`config.mk`:
```
export PLATFORM = sky130hd
export DESIGN_NAME = bcd_convert_arb_flat
export DESIGN_NICKNAME = d
export VERILOG_FILES = /design/src/rtl/bcd_convert_arb_if.sv /design/src/rtl/bcd_convert_arb.sv /design/src/flat_wrapper.sv
export SDC_FILE = /design/constraint.sdc
export NUM_CORES = 1
export LEC_CHECK = 0
export ABC_AREA = 0
export CAP_MARGIN = 25
export CELL_PAD_IN_SITES_DETAIL_PLACEMENT = 1
export CELL_PAD_IN_SITES_GLOBAL_PLACEMENT = 2
export CORE_UTILIZATION = 30
export DETAILED_ROUTE_END_ITERATION = 7
export GPL_ROUTABILITY_DRIVEN = 0
export PLACE_DENSITY = 0.89
export SLEW_MARGIN = 20
export SYNTH_ARGS = -nofsm -noshare
export SYNTH_HDL_FRONTEND = slang
export SYNTH_SLANG_ARGS = --single-unit
export TNS_END_PERCENT = 1
```
`constraint.sdc`:
```
create_clock -name clk -period 2 [get_ports clk]
set_clock_uncertainty 0.1 [all_clocks]
set_input_delay 0.4 -clock clk [delete_from_list [all_inputs] [get_ports clk]]
set_output_delay 0.4 -clock clk [all_outputs]
set_load 0.02 [all_outputs]
```
`src/rtl/bcd_convert_arb_if.sv`:
```
// bcd_convert_arb_if -- handshake bundle for the two-requester BCD converter.
//
// Signals:
//   in0Valid/in0Data/in0Ready  requester 0 word and accept strobe
//   in1Valid/in1Data/in1Ready  requester 1 word and accept strobe
//   outValid/outReady          result handshake
//   outDigits                  BCD result, most significant digit on top
//   outCarry                   input value was >= 10^numberOfDigits
//   outId                      requester that produced the result
//   busy                       converter is not idle
// Modports:
//   slave  - the converter side
//   master - the requesters/consumer side
`timescale 1ns/1ps
interface bcd_convert_arb_if #(
    parameter int numberOfDigits = 3,
    parameter int busWidth       = 4,
    parameter int binWidth       = 10
);
    logic                               in0Valid;
    logic [binWidth-1:0]                in0Data;
    logic                               in0Ready;
    logic                               in1Valid;
    logic [binWidth-1:0]                in1Data;
    logic                               in1Ready;
    logic                               outValid;
    logic                               outReady;
    logic [busWidth*numberOfDigits-1:0] outDigits;
    logic                               outCarry;
    logic                               outId;
    logic                               busy;

    modport slave (
        input  in0Valid, in0Data, in1Valid, in1Data, outReady,
        output in0Ready, in1Ready, outValid, outDigits, outCarry, outId, busy
    );

    modport master (
        output in0Valid, in0Data, in1Valid, in1Data, outReady,
        input  in0Ready, in1Ready, outValid, outDigits, outCarry, outId, busy
    );
endinterface

```
`src/rtl/bcd_convert_arb.sv`:
```
// bcd_convert_arb -- binary to BCD converter (double dabble) shared between
// two requesters through a round-robin arbiter.
//
// Ports:
//   clk  - clock, all state changes on the rising edge
//   rst  - asynchronous, active-low reset
//   bus  - bcd_convert_arb_if slave modport (request, result and busy signals)
//
// Operation: in IDLE one requester is granted (the priority pointer breaks
// ties), its word is captured on the Valid&Ready edge, then binWidth SHIFT
// cycles run the add-3/shift algorithm. The result sits in DONE until the
// consumer takes it; the pointer then moves to the other requester.
`timescale 1ns/1ps
module bcd_convert_arb #(
    parameter int numberOfDigits = 3,
    parameter int busWidth       = 4,
    parameter int binWidth       = 10
) (
    input  logic              clk,
    input  logic              rst,
    bcd_convert_arb_if.slave  bus
);
    localparam int digitBits = busWidth * numberOfDigits;
    localparam int cntWidth  = $clog2(binWidth + 1);

    // The add-3 correction only makes sense for 4-bit decimal digits.
    generate
        if (busWidth != 4) begin : gBadBusWidth
            $error("bcd_convert_arb: busWidth must be 4");
        end
    endgenerate

    typedef enum logic [1:0] {
        IDLE  = 2'd0,
        SHIFT = 2'd1,
        DONE  = 2'd2
    } stateT;

    stateT                 stateReg;
    logic [digitBits-1:0]  digitsReg;
    logic [binWidth-1:0]   binReg;
    logic [cntWidth-1:0]   counterReg;
    logic                  carryReg;
    logic                  idReg;
    logic                  priorityReg;

    logic                  grant0;
    logic                  grant1;
    logic [digitBits-1:0]  adjDigits;

    // A lone requester always wins; with both asking, the pointer decides.
    assign grant0 = bus.in0Valid & (~bus.in1Valid | ~priorityReg);
    assign grant1 = bus.in1Valid & (~bus.in0Valid |  priorityReg);

    assign bus.in0Ready = (stateReg == IDLE) & grant0;
    assign bus.in1Ready = (stateReg == IDLE) & grant1;

    // Per-digit correction: any digit of 5 or more gets 3 added so that the
    // following left shift carries correctly into the next decimal digit.
    genvar gi;
    generate
        for (gi = 0; gi < numberOfDigits; gi++) begin : gAdjust
            logic [busWidth-1:0] digit;
            assign digit = digitsReg[gi*busWidth +: busWidth];
            assign adjDigits[gi*busWidth +: busWidth] =
                (digit >= busWidth'(5)) ? digit + busWidth'(3) : digit;
        end
    endgenerate

    always_ff @(posedge clk or negedge rst) begin
        if (!rst) begin
            stateReg    <= IDLE;
            digitsReg   <= '0;
            binReg      <= '0;
            counterReg  <= '0;
            carryReg    <= 1'b0;
            idReg       <= 1'b0;
            priorityReg <= 1'b0;
        end else begin
            case (stateReg)
                IDLE: begin
                    if (bus.in0Ready | bus.in1Ready) begin
                        binReg     <= bus.in1Ready ? bus.in1Data : bus.in0Data;
                        digitsReg  <= '0;
                        carryReg   <= 1'b0;
                        idReg      <= bus.in1Ready;
                        counterReg <= cntWidth'(binWidth);
                        stateReg   <= SHIFT;
                    end
                end
                SHIFT: begin
                    // {top digit bit, digits, binary} shifted left as one word;
                    // the bit falling off the top digit makes the carry sticky.
                    digitsReg  <= {adjDigits[digitBits-2:0], binReg[binWidth-1]};
                    binReg     <= {binReg[binWidth-2:0], 1'b0};
                    carryReg   <= carryReg | adjDigits[digitBits-1];
                    counterReg <= counterReg - cntWidth'(1);
                    if (counterReg == cntWidth'(1)) begin
                        stateReg <= DONE;
                    end
                end
                DONE: begin
                    if (bus.outReady) begin
                        stateReg    <= IDLE;
                        priorityReg <= ~idReg;
                    end
                end
                default: stateReg <= IDLE;
            endcase
        end
    end

    // Result fields read as zero whenever no result is being offered.
    assign bus.outValid  = (stateReg == DONE);
    assign bus.outDigits = (stateReg == DONE) ? digitsReg : '0;
    assign bus.outCarry  = (stateReg == DONE) & carryReg;
    assign bus.outId     = (stateReg == DONE) & idReg;
    assign bus.busy      = (stateReg != IDLE);

endmodule

```
`src/flat_wrapper.sv`:
```
// flat-port wrapper written by rule: the top's interface ports become plain ports
module bcd_convert_arb_flat 
#(
    parameter int numberOfDigits = 3,
    parameter int busWidth       = 4,
    parameter int binWidth       = 10
)
  (clk, rst, bus_in0Valid, bus_in0Data, bus_in1Valid, bus_in1Data, bus_outReady, bus_in0Ready, bus_in1Ready, bus_outValid, bus_outDigits, bus_outCarry, bus_outId, bus_busy);
  bcd_convert_arb_if #(.numberOfDigits(numberOfDigits), .busWidth(busWidth), .binWidth(binWidth)) bus_i ();
  input  logic clk;
  input  logic rst;
  input wire logic [$bits(bus_i.in0Valid)-1:0] bus_in0Valid;
  input wire logic [$bits(bus_i.in0Data)-1:0] bus_in0Data;
  input wire logic [$bits(bus_i.in1Valid)-1:0] bus_in1Valid;
  input wire logic [$bits(bus_i.in1Data)-1:0] bus_in1Data;
  input wire logic [$bits(bus_i.outReady)-1:0] bus_outReady;
  output wire logic [$bits(bus_i.in0Ready)-1:0] bus_in0Ready;
  output wire logic [$bits(bus_i.in1Ready)-1:0] bus_in1Ready;
  output wire logic [$bits(bus_i.outValid)-1:0] bus_outValid;
  output wire logic [$bits(bus_i.outDigits)-1:0] bus_outDigits;
  output wire logic [$bits(bus_i.outCarry)-1:0] bus_outCarry;
  output wire logic [$bits(bus_i.outId)-1:0] bus_outId;
  output wire logic [$bits(bus_i.busy)-1:0] bus_busy;
  assign bus_i.in0Valid = bus_in0Valid;
  assign bus_i.in0Data = bus_in0Data;
  assign bus_i.in1Valid = bus_in1Valid;
  assign bus_i.in1Data = bus_in1Data;
  assign bus_i.outReady = bus_outReady;
  assign bus_in0Ready = bus_i.in0Ready;
  assign bus_in1Ready = bus_i.in1Ready;
  assign bus_outValid = bus_i.outValid;
  assign bus_outDigits = bus_i.outDigits;
  assign bus_outCarry = bus_i.outCarry;
  assign bus_outId = bus_i.outId;
  assign bus_busy = bus_i.busy;
  bcd_convert_arb #(.numberOfDigits(numberOfDigits), .busWidth(busWidth), .binWidth(binWidth)) u_core (.clk(clk), .rst(rst), .bus(bus_i));
endmodule
```
* Word-level counts from Yosys, hierarchy flattened
Index checks and enable logic that the tools add are counted.
** Cells by class
- $add $sub $neg :: 4
- $lt $le $gt $ge :: 3
- Equal/unequal tests :: 6
- Mux-type cells :: 17
- Bitwise gates (word level) :: 14
- Reduce and logical (&&, ||, !) cells :: 7
** Operator list (count)
- 12-bit 2-to-1 mux :: 2
- 12-bit case mux with 2 select lines :: 1
- 10-bit 2-to-1 mux :: 2
- 10-bit case mux with 2 select lines :: 1
- 4-bit 2-to-1 mux :: 4
- 4-bit by 2-bit adder with 4-bit output (second input constant) :: 3
- 4-bit by 3-bit >= comparator with 1-bit output (second input constant) :: 3
- 4-bit case mux with 2 select lines :: 1
- 1-bit AND :: 6
- 2-bit 2-to-1 mux :: 3
- 2-bit case mux with 3 select lines :: 1
- 2-bit AND reduction :: 3
- 4-bit by 1-bit == test with 1-bit output (second input constant) :: 1
- 2-bit != test (second input constant) :: 2
- 1-bit NOT :: 4
- 1-bit bitwise OR :: 4
- 2-bit nonzero test :: 2
- 4-bit by 1-bit subtractor with 4-bit output (second input constant) :: 1
- 3-bit AND reduction :: 1
- 2-bit by 1-bit == test with 1-bit output (second input constant) :: 1
- 2-bit == test (second input constant) :: 1
- 2-bit logical NOT :: 1
- 2-bit by 1-bit != test with 1-bit output (second input constant) :: 1
- 1-bit case mux with 2 select lines :: 1
- 1-bit 2-to-1 mux :: 1
** Word-level totals
- Bits in registers :: 31
- Input bits :: 25
- Output and inout port bits :: 18
- Logic and storage cells :: 58

* Depth between registers and ports, before layout
Gate-level depths: netlist (run 1).
- Depth in word-level cells :: 7
- Mapped depth :: 6
- Gate-level depth less buffers :: 6

* Worst setup path after synthesis (run 1)
No wires, ideal clock.
- Kind :: flip-flop to output port
- Start :: register u_core.stateReg[0]
- End :: output bus_outCarry
- Arrival time :: 1.243 ns
- Required time :: 1.500 ns
- Path slack :: 0.257 ns
- Stages on the path, launching flop included :: 5
- Buffers on the path :: 2
- Cell sequence :: dfrtp_1 > buf_2 > nor2b_1 > buf_2 > and2_1
** Between the ends
- Longest elaborated chain between the ends :: 2
** Ends and longest elaborated chain
- start: declaration :: RTL line bcd_convert_arb.sv:39 : stateT stateReg;
- start signal: assignment :: RTL line bcd_convert_arb.sv:72 : stateReg <= IDLE;
- start signal: assignment :: RTL line bcd_convert_arb.sv:88 : stateReg <= SHIFT;
- start signal: assignment :: RTL line bcd_convert_arb.sv:99 : stateReg <= DONE;
- 2-bit == test
- via bus_outValid :: RTL line flat_wrapper.sv:19 : output wire logic [$bits(bus_i.outValid)-1:0] bus_outValid;
- 1-bit AND :: RTL line bcd_convert_arb.sv:116 : assign bus.outCarry = (stateReg == DONE) & carryReg;
- end: declaration :: RTL line flat_wrapper.sv:21 : output wire logic [$bits(bus_i.outCarry)-1:0] bus_outCarry;
The timed path passes the listed nets, and every way through them passes these cells.

* Worst setup path in the final report (run 1)
- Start :: register u_core.stateReg[1]
- End :: output bus_outCarry
** Between the ends
- Longest elaborated chain between the ends :: 2
** Ends and longest elaborated chain (RTL line)
- 2-bit == test :: bcd_convert_arb.sv:116
- 1-bit AND :: bcd_convert_arb.sv:116
Every way passes these cells.

==> flow_summary.json, run 1 <==
{
  "rsz0062_at_grt": "yes",
  "dp_cells": 310,
  "drt_iter0_drc": 76,
  "vias_per_cell": 5.050,
  "antennaDiodeCount": 0,
  "ys_warn_count": 0,
  "ir_drop_v": 0.0005003,
  "relSlewSlack_pct": 69.04,
  "fin_nets": 278,
  "hp-class": "flop to flop",
  "syn_area_mm2": 0.001755,
  "async_flop_share_pct": 100.0,
  "path_class": "flop to output port",
  "clk_pin_slew_worst_paths_ps": 70,
  "row_count": 27,
  "p_per_area_mw_per_mm2": 1335,
  "drv_cap": 0,
  "finalSetupTns_ps": 0,
  "syn_inst": 184,
  "cp.required_ps": 1500,
  "syn_avg_cell_area_um2": 9.540,
  "area_growth_syn_to_layout_pct": 41.20,
  "drc_errors": 0,
  "grt_pass1_wl_mm": 8.093,
  "cts_max_path_buffers": 2,
  "worst_pin_slew_ps": 463.4,
  "final_cell_mix": "dfrtp_1 (31), clkdlybuf4s50_1 (24), buf_4 (22)",
  "cts_inserted_buffers": 5,
  "antenna_found_initial": 0,
  "grt_start_max_net_pins": 32,
  "overflow": 0,
  "setup_viol": 0,
  "rrSetupSlack_ps": 260,
  "num_vias": 1606,
  "synth_edf_count": 0,
  "report.final.slew_viol_count": 0,
  "period_share_pct": 96.14,
  "drive_above_1_share_pct": 20.73,
  "cp-end-kind": "output port",
  "drtPass1Iterations": 4,
  "worstSkewPairLatency_ps": 280,
  "critPathArrivalTime_ps": 1420,
  "synth-main-ff-cell": "dfrtp_1",
  "synth_seq_area_share_pct": 44.19,
  "portBuffers": 42,
  "fp.dieW_um": 78.50,
  "synthesis.nets": 217,
  "die_y_um": 78.50,
  "path_max_fanout": 8,
  "min_period_ps": 1923,
  "leakage_uw": 0.001106,
  "htreeDepth": 2,
  "dpl.hpwl_mm": 3.435,
  "ys_seq_elements": 31,
  "ant_nets": 0,
  "core-area_mm2": 0.005574,
  "cts_tree": "built",
  "fin_total_pwr_uw": 3308,
  "ios": 43,
  "wl_per_cell_um": 14.57,
  "final_core_util_pct": 44.47,
  "ys_types": 33,
  "wl_mm": 4.632,
  "clock.fmax_mhz": 520.1,
  "first_global_vias": 1658,
  "start_kind": "flop",
  "stdcell_count": 318,
  "grt_usage_pct": 17.00,
  "root_buffer": "clkbuf_8",
  "clock-sinks": 31,
  "start_util_pct": 31.49,
  "final_common_cell": "dfrtp_1",
  "ctsHoldBuffers": 0,
  "die-area_mm2": 0.006161,
  "status": "completed",
  "finalHoldViolCount": 0
}
sequential cells by signal, indices dropped and copies added (netlist names):
register,count
u_core.priorityReg,1
u_core.digitsReg,12
u_core.stateReg,2
u_core.counterReg,4
u_core.idReg,1
u_core.carryReg,1
u_core.binReg,10
cell usage after synthesis, types with 2 or more instances:
library cell  instances  area (um2)
and2_1               10       62.56
a21oi_1              15       75.07
o21ai_0              11       55.05
o32ai_1               2       17.52
inv_1                10       37.54
a221oi_1              4       35.03
a32o_1                2       20.02
o22ai_1              12       75.07
nand3_1               4       20.02
nand2_1              20       75.07
dfrtp_1              31       775.7
nand2b_1              5       31.28
o311ai_0              2       17.52
buf_2                 9       45.04
a31oi_1               2       12.51
xor2_1                2       17.52
xnor2_1               5       43.79
nor2b_1               2       12.51
o31ai_1               3       22.52
a221oi_2              5       75.07
ha_1                  8       100.1
mux2i_1               2       20.02
nor2_1                8       30.03
routing by layer:
metal	vias to the layer above	global-route usage, %	wire [um]
met5	-	0	0
met4	0	4.444	50
met3	6	3.837	134
met2	34	29.04	2281
met1	784	21.50	2166
li1	782	-	-
kinds of logic (layout without fill, tap and decap cells):
family / after synthesis / in the layout / share of synthesized area, %
compound gates: 60 / 60 / 24.02
xor+xnor: 7 / 7 / 3.493
fa+ha+maj: 8 / 8 / 5.702
buf+inv: 21 / 83 / 5.559
flops: 31 / 31 / 44.19
mux: 2 / 2 / 1.140
simple gates: 55 / 55 / 15.89
timing repair:
| action | CTS | global route |
|---|---|---|
| resized for setup | 37 | 6 |
| setup buffers | 0 | 0 |
| endpoints found under the setup margin | 18 | 17 |
| gates cloned | 0 | 0 |
critical path, stage by stage (launching register included):
cell             delay [ps]
dfrtp_1                 400
nor2b_4                 200
buf_4                   160
and2_1                  130
clkdlybuf4s15_2         250
layout make-up:
| type | count | area, um2 |
|---|---|---|
| Timing Repair Buffer | 64 | 564.3 |
| Inverter | 11 | 41.29 |
| Clock buffer | 6 | 82.58 |
| Clock inverter | 2 | 35.03 |
| Multi-Input combinational cell | 132 | 889.6 |
| Sequential cell | 31 | 775.7 |
| Tap cell | 72 | 90.09 |
| Fill cell | 667 | 3095 |
metrics by stage:
step | setup WS, ps | hold WS, ps | cell area (um2)
2_1_floorplan | 256.8 | 4.409 | 1755
3_3_place_gp | -230.4 | 364.4 | 2375
3_5_place_dp | -257.2 | 378.3 | 2375
4_1_cts | -0.03175 | 411.2 | 2494
5_1_grt | -23.26 | 443.5 | 2479
6_report | 77.15 | 392.0 | 2479
power breakdown:
| group | internal, uW | switching (uW) |
|---|---|---|
| Combinational | 742 | 784 |
| Sequential | 888 | 244 |
| Clock | 403 | 248 |
| Total | 2030 | 1280 |
final timing paths:
check | depth (start not counted) | startpoint | end
min reg2reg | 2 | u_core.binReg[9]$_DFFE_PN0P_ | u_core.digitsReg[0]$_DFFE_PN0P_
min | 2 | u_core.binReg[9]$_DFFE_PN0P_ | u_core.digitsReg[0]$_DFFE_PN0P_
max reg2reg | 5 | u_core.stateReg[0]$_DFFE_PN0P_ | u_core.digitsReg[2]$_DFFE_PN0P_
min in group asynchronous | 2 | rst | u_core.binReg[2]$_DFFE_PN0P_
max | 4 | u_core.stateReg[1]$_DFFE_PN0P_ | bus_outCarry
max in group asynchronous | 2 | rst | u_core.binReg[9]$_DFFE_PN0P_
(Power assumes the default switching activity.)
==> run 2: changes to the inputs <==
- GPL_TIMING_DRIVEN: unset -> 0
==> run 2 against run 1 <==
Compared with the run above:
- clock-buffer cell count unchanged
- critical path depth is 1 higher
- sequential power about the same
- combinational power about the same
- global-route usage up 0.070 points
- clock power shrank 24%
- routed wire length is 0.50% higher
- critical path type unchanged
- register-to-register slack gained 70 ps
- sequential share of layout area up 1.0 points
==> flow_summary.json, run 2 (same netlist as run 1, synthesis figures left out) <==
{
  "status": "completed",
  "leakage_uw": 0.001068,
  "critPathArrivalTime_ps": 1460,
  "largest_reg_flops": 12,
  "ios": 43,
  "setup_viol": 0,
  "antenna_found_initial": 0,
  "r2r-end": "u_core.digitsReg[5]$_DFFE_PN0P_",
  "antennaDiodeCount": 0,
  "cts_max_path_buffers": 2,
  "htreeDepth": 2,
  "num_vias": 1614,
  "fin_total_pwr_uw": 3157,
  "largest_registers": "u_core.digitsReg x12, u_core.binReg x10, u_core.counterReg x4",
  "grt_pass1_wl_mm": 8.114,
  "final_core_util_pct": 43.17,
  "relSlewSlack_pct": 48.46,
  "hp-class": "input pin to async pin",
  "start_util_pct": 31.49,
  "min_period_ps": 1963,
  "final_cell_mix": "dfrtp_1 (29), clkdlybuf4s50_1 (22), nand2_1 (20)",
  "worst_pin_slew_ps": 765.0,
  "area_growth_syn_to_layout_pct": 37.06,
  "grtUsageMet1_pct": 21.56,
  "die_y_um": 78.50,
  "wl_per_cell_um": 15.02,
  "fin_nets": 271,
  "die-area_mm2": 0.006161,
  "fp.dieW_um": 78.50,
  "r2r_start": "u_core.digitsReg[4]$_DFFE_PN0P_",
  "root_buffer": "clkbuf_8",
  "rsz0062_at_grt": "yes",
  "grt_busiest_layer": "met2",
  "dpl.hpwl_mm": 3.358,
  "report.final.slew_viol_count": 0,
  "core-area_mm2": 0.005574,
  "drv_cap": 0,
  "vias_per_cell": 5.206,
  "cts_tree": "built",
  "grt.met3_usage_pct": 2.791,
  "cp.required_ps": 1500,
  "drc_errors": 0,
  "drt_iter0_drc": 53,
  "start_kind": "flop",
  "clock-sinks": 31,
  "worstSkewPairLatency_ps": 280,
  "grt_start_max_net_pins": 31,
  "portBuffers": 42,
  "reg2regPathDepth": 6,
  "row_count": 27,
  "holdWs_ps": 347.6,
  "use_met2_pct": 29.21,
  "clock.fmax_mhz": 509.3,
  "cts_inserted_buffers": 5,
  "first_global_vias": 1675,
  "final_common_cell": "dfrtp_1",
  "ant_nets": 0,
  "fill_cells": 654,
  "cp-end-kind": "output port",
  "clk_pin_slew_worst_paths_ps": 60,
  "drive_above_1_share_pct": 22.69,
  "drtPass1Iterations": 4,
  "period_share_pct": 98.17,
  "p_per_area_mw_per_mm2": 1312,
  "path_max_fanout": 10,
  "rrSetupSlack_ps": 330,
  "wl_mm": 4.655,
  "finalHoldViolCount": 0,
  "grt_usage_pct": 17.07,
  "ir_drop_v": 0.0004899,
  "overflow": 0,
  "path_class": "flop to output port",
  "largest-register": "u_core.digitsReg"
}
-- run 2: cell count changes in the layout (fill, tap and decap cells not counted), sizes merged --
cell	previous run	this run
clkdlybuf4s15	7	0
clkdlybuf4s50	24	22
clkbuf	9	6
dlymetal6s2s	0	1
bufinv	1	0
dlygate4sd2	7	1
dlygate4sd3	0	1
buf	23	32
-- run 2: how the worst max path moves through the flow --
stage / slack, ps / end / start
after global routing: -50 / bus_outId / u_core.stateReg[0]$_DFFE_PN0P_
after floorplan: 260 / bus_outCarry / u_core.stateReg[0]$_DFFE_PN0P_
after global placement: -460 / bus_in1Ready / bus_in1Valid
after detailed placement: -480 / bus_in1Ready / bus_in1Valid
final: 40 / bus_outId / u_core.stateReg[0]$_DFFE_PN0P_
after CTS: 0.7 / bus_outDigits[9] / u_core.stateReg[0]$_DFFE_PN0P_
-- run 2: power by group --
part	switching (uW)	internal, uW	total [uW]
combinational	803	710	1510
clock	228	270	497
sequential	255	891	1150
total	1290	1870	3160
-- run 2: routing by layer --
layer  vias up  wire length, um  share of wire [%]
met2        43             2238                 48
met4         0               72                1.5
met5         -                0                  0
met3         6              208                4.5
li1        773                -                  -
met1       792             2136                 46
-- run 2: final cells by class --
class | count | area, um2 | share of cell area [%]
Timing Repair Buffer | 47 | 432.9 | 17.99
Sequential cell | 31 | 778.2 | 32.35
Tap cell | 72 | 90.09 | 3.744
Clock buffer | 6 | 82.58 | 3.432
Inverter | 11 | 43.79 | 1.820
Buffer | 10 | 72.57 | 3.016
Multi-Input combinational cell | 132 | 900.9 | 37.44
Clock inverter | 1 | 5.005 | 0.2080
-- run 2: repair_timing --
| item | 4_1_cts | 5_1_grt |
|---|---|---|
| gates resized for setup | 75 | 25 |
| setup buffers | 3 | 0 |
| gates cloned | 0 | 0 |
| setup endpoints to repair | 18 | 14 |
| hold buffers | 1 | 0 |
| hold endpoints to repair | 31 | 0 |
-- run 2: worst max-delay path, stage by stage (launching register included) --
cell and delay (ps):
dfrtp_2 450, buf_8 170, nor2b_4 150, buf_6 150
and2_1 130, buf_4 140
-- run 2: through the flow --
stage / instance area, um2 / TNS, ps / setup WS (ps) / std cells
floorplan: 1755 / 0 / 256.8 / 184
global placement: 2266 / -13260 / -461.8 / 298
detailed placement: 2281 / -5800 / -481.2 / 299
CTS: 2377 / 0 / 0.7097 / 310
global route: 2406 / -286.5 / -53.91 / 310
finish: 2406 / 0 / 36.67 / 310
==> run 3: changes to the inputs <==
- ABC_AREA: 0 -> unset
==> results of run 3 <==
The final DEF is identical to that of run 2; final timing and power are the same.
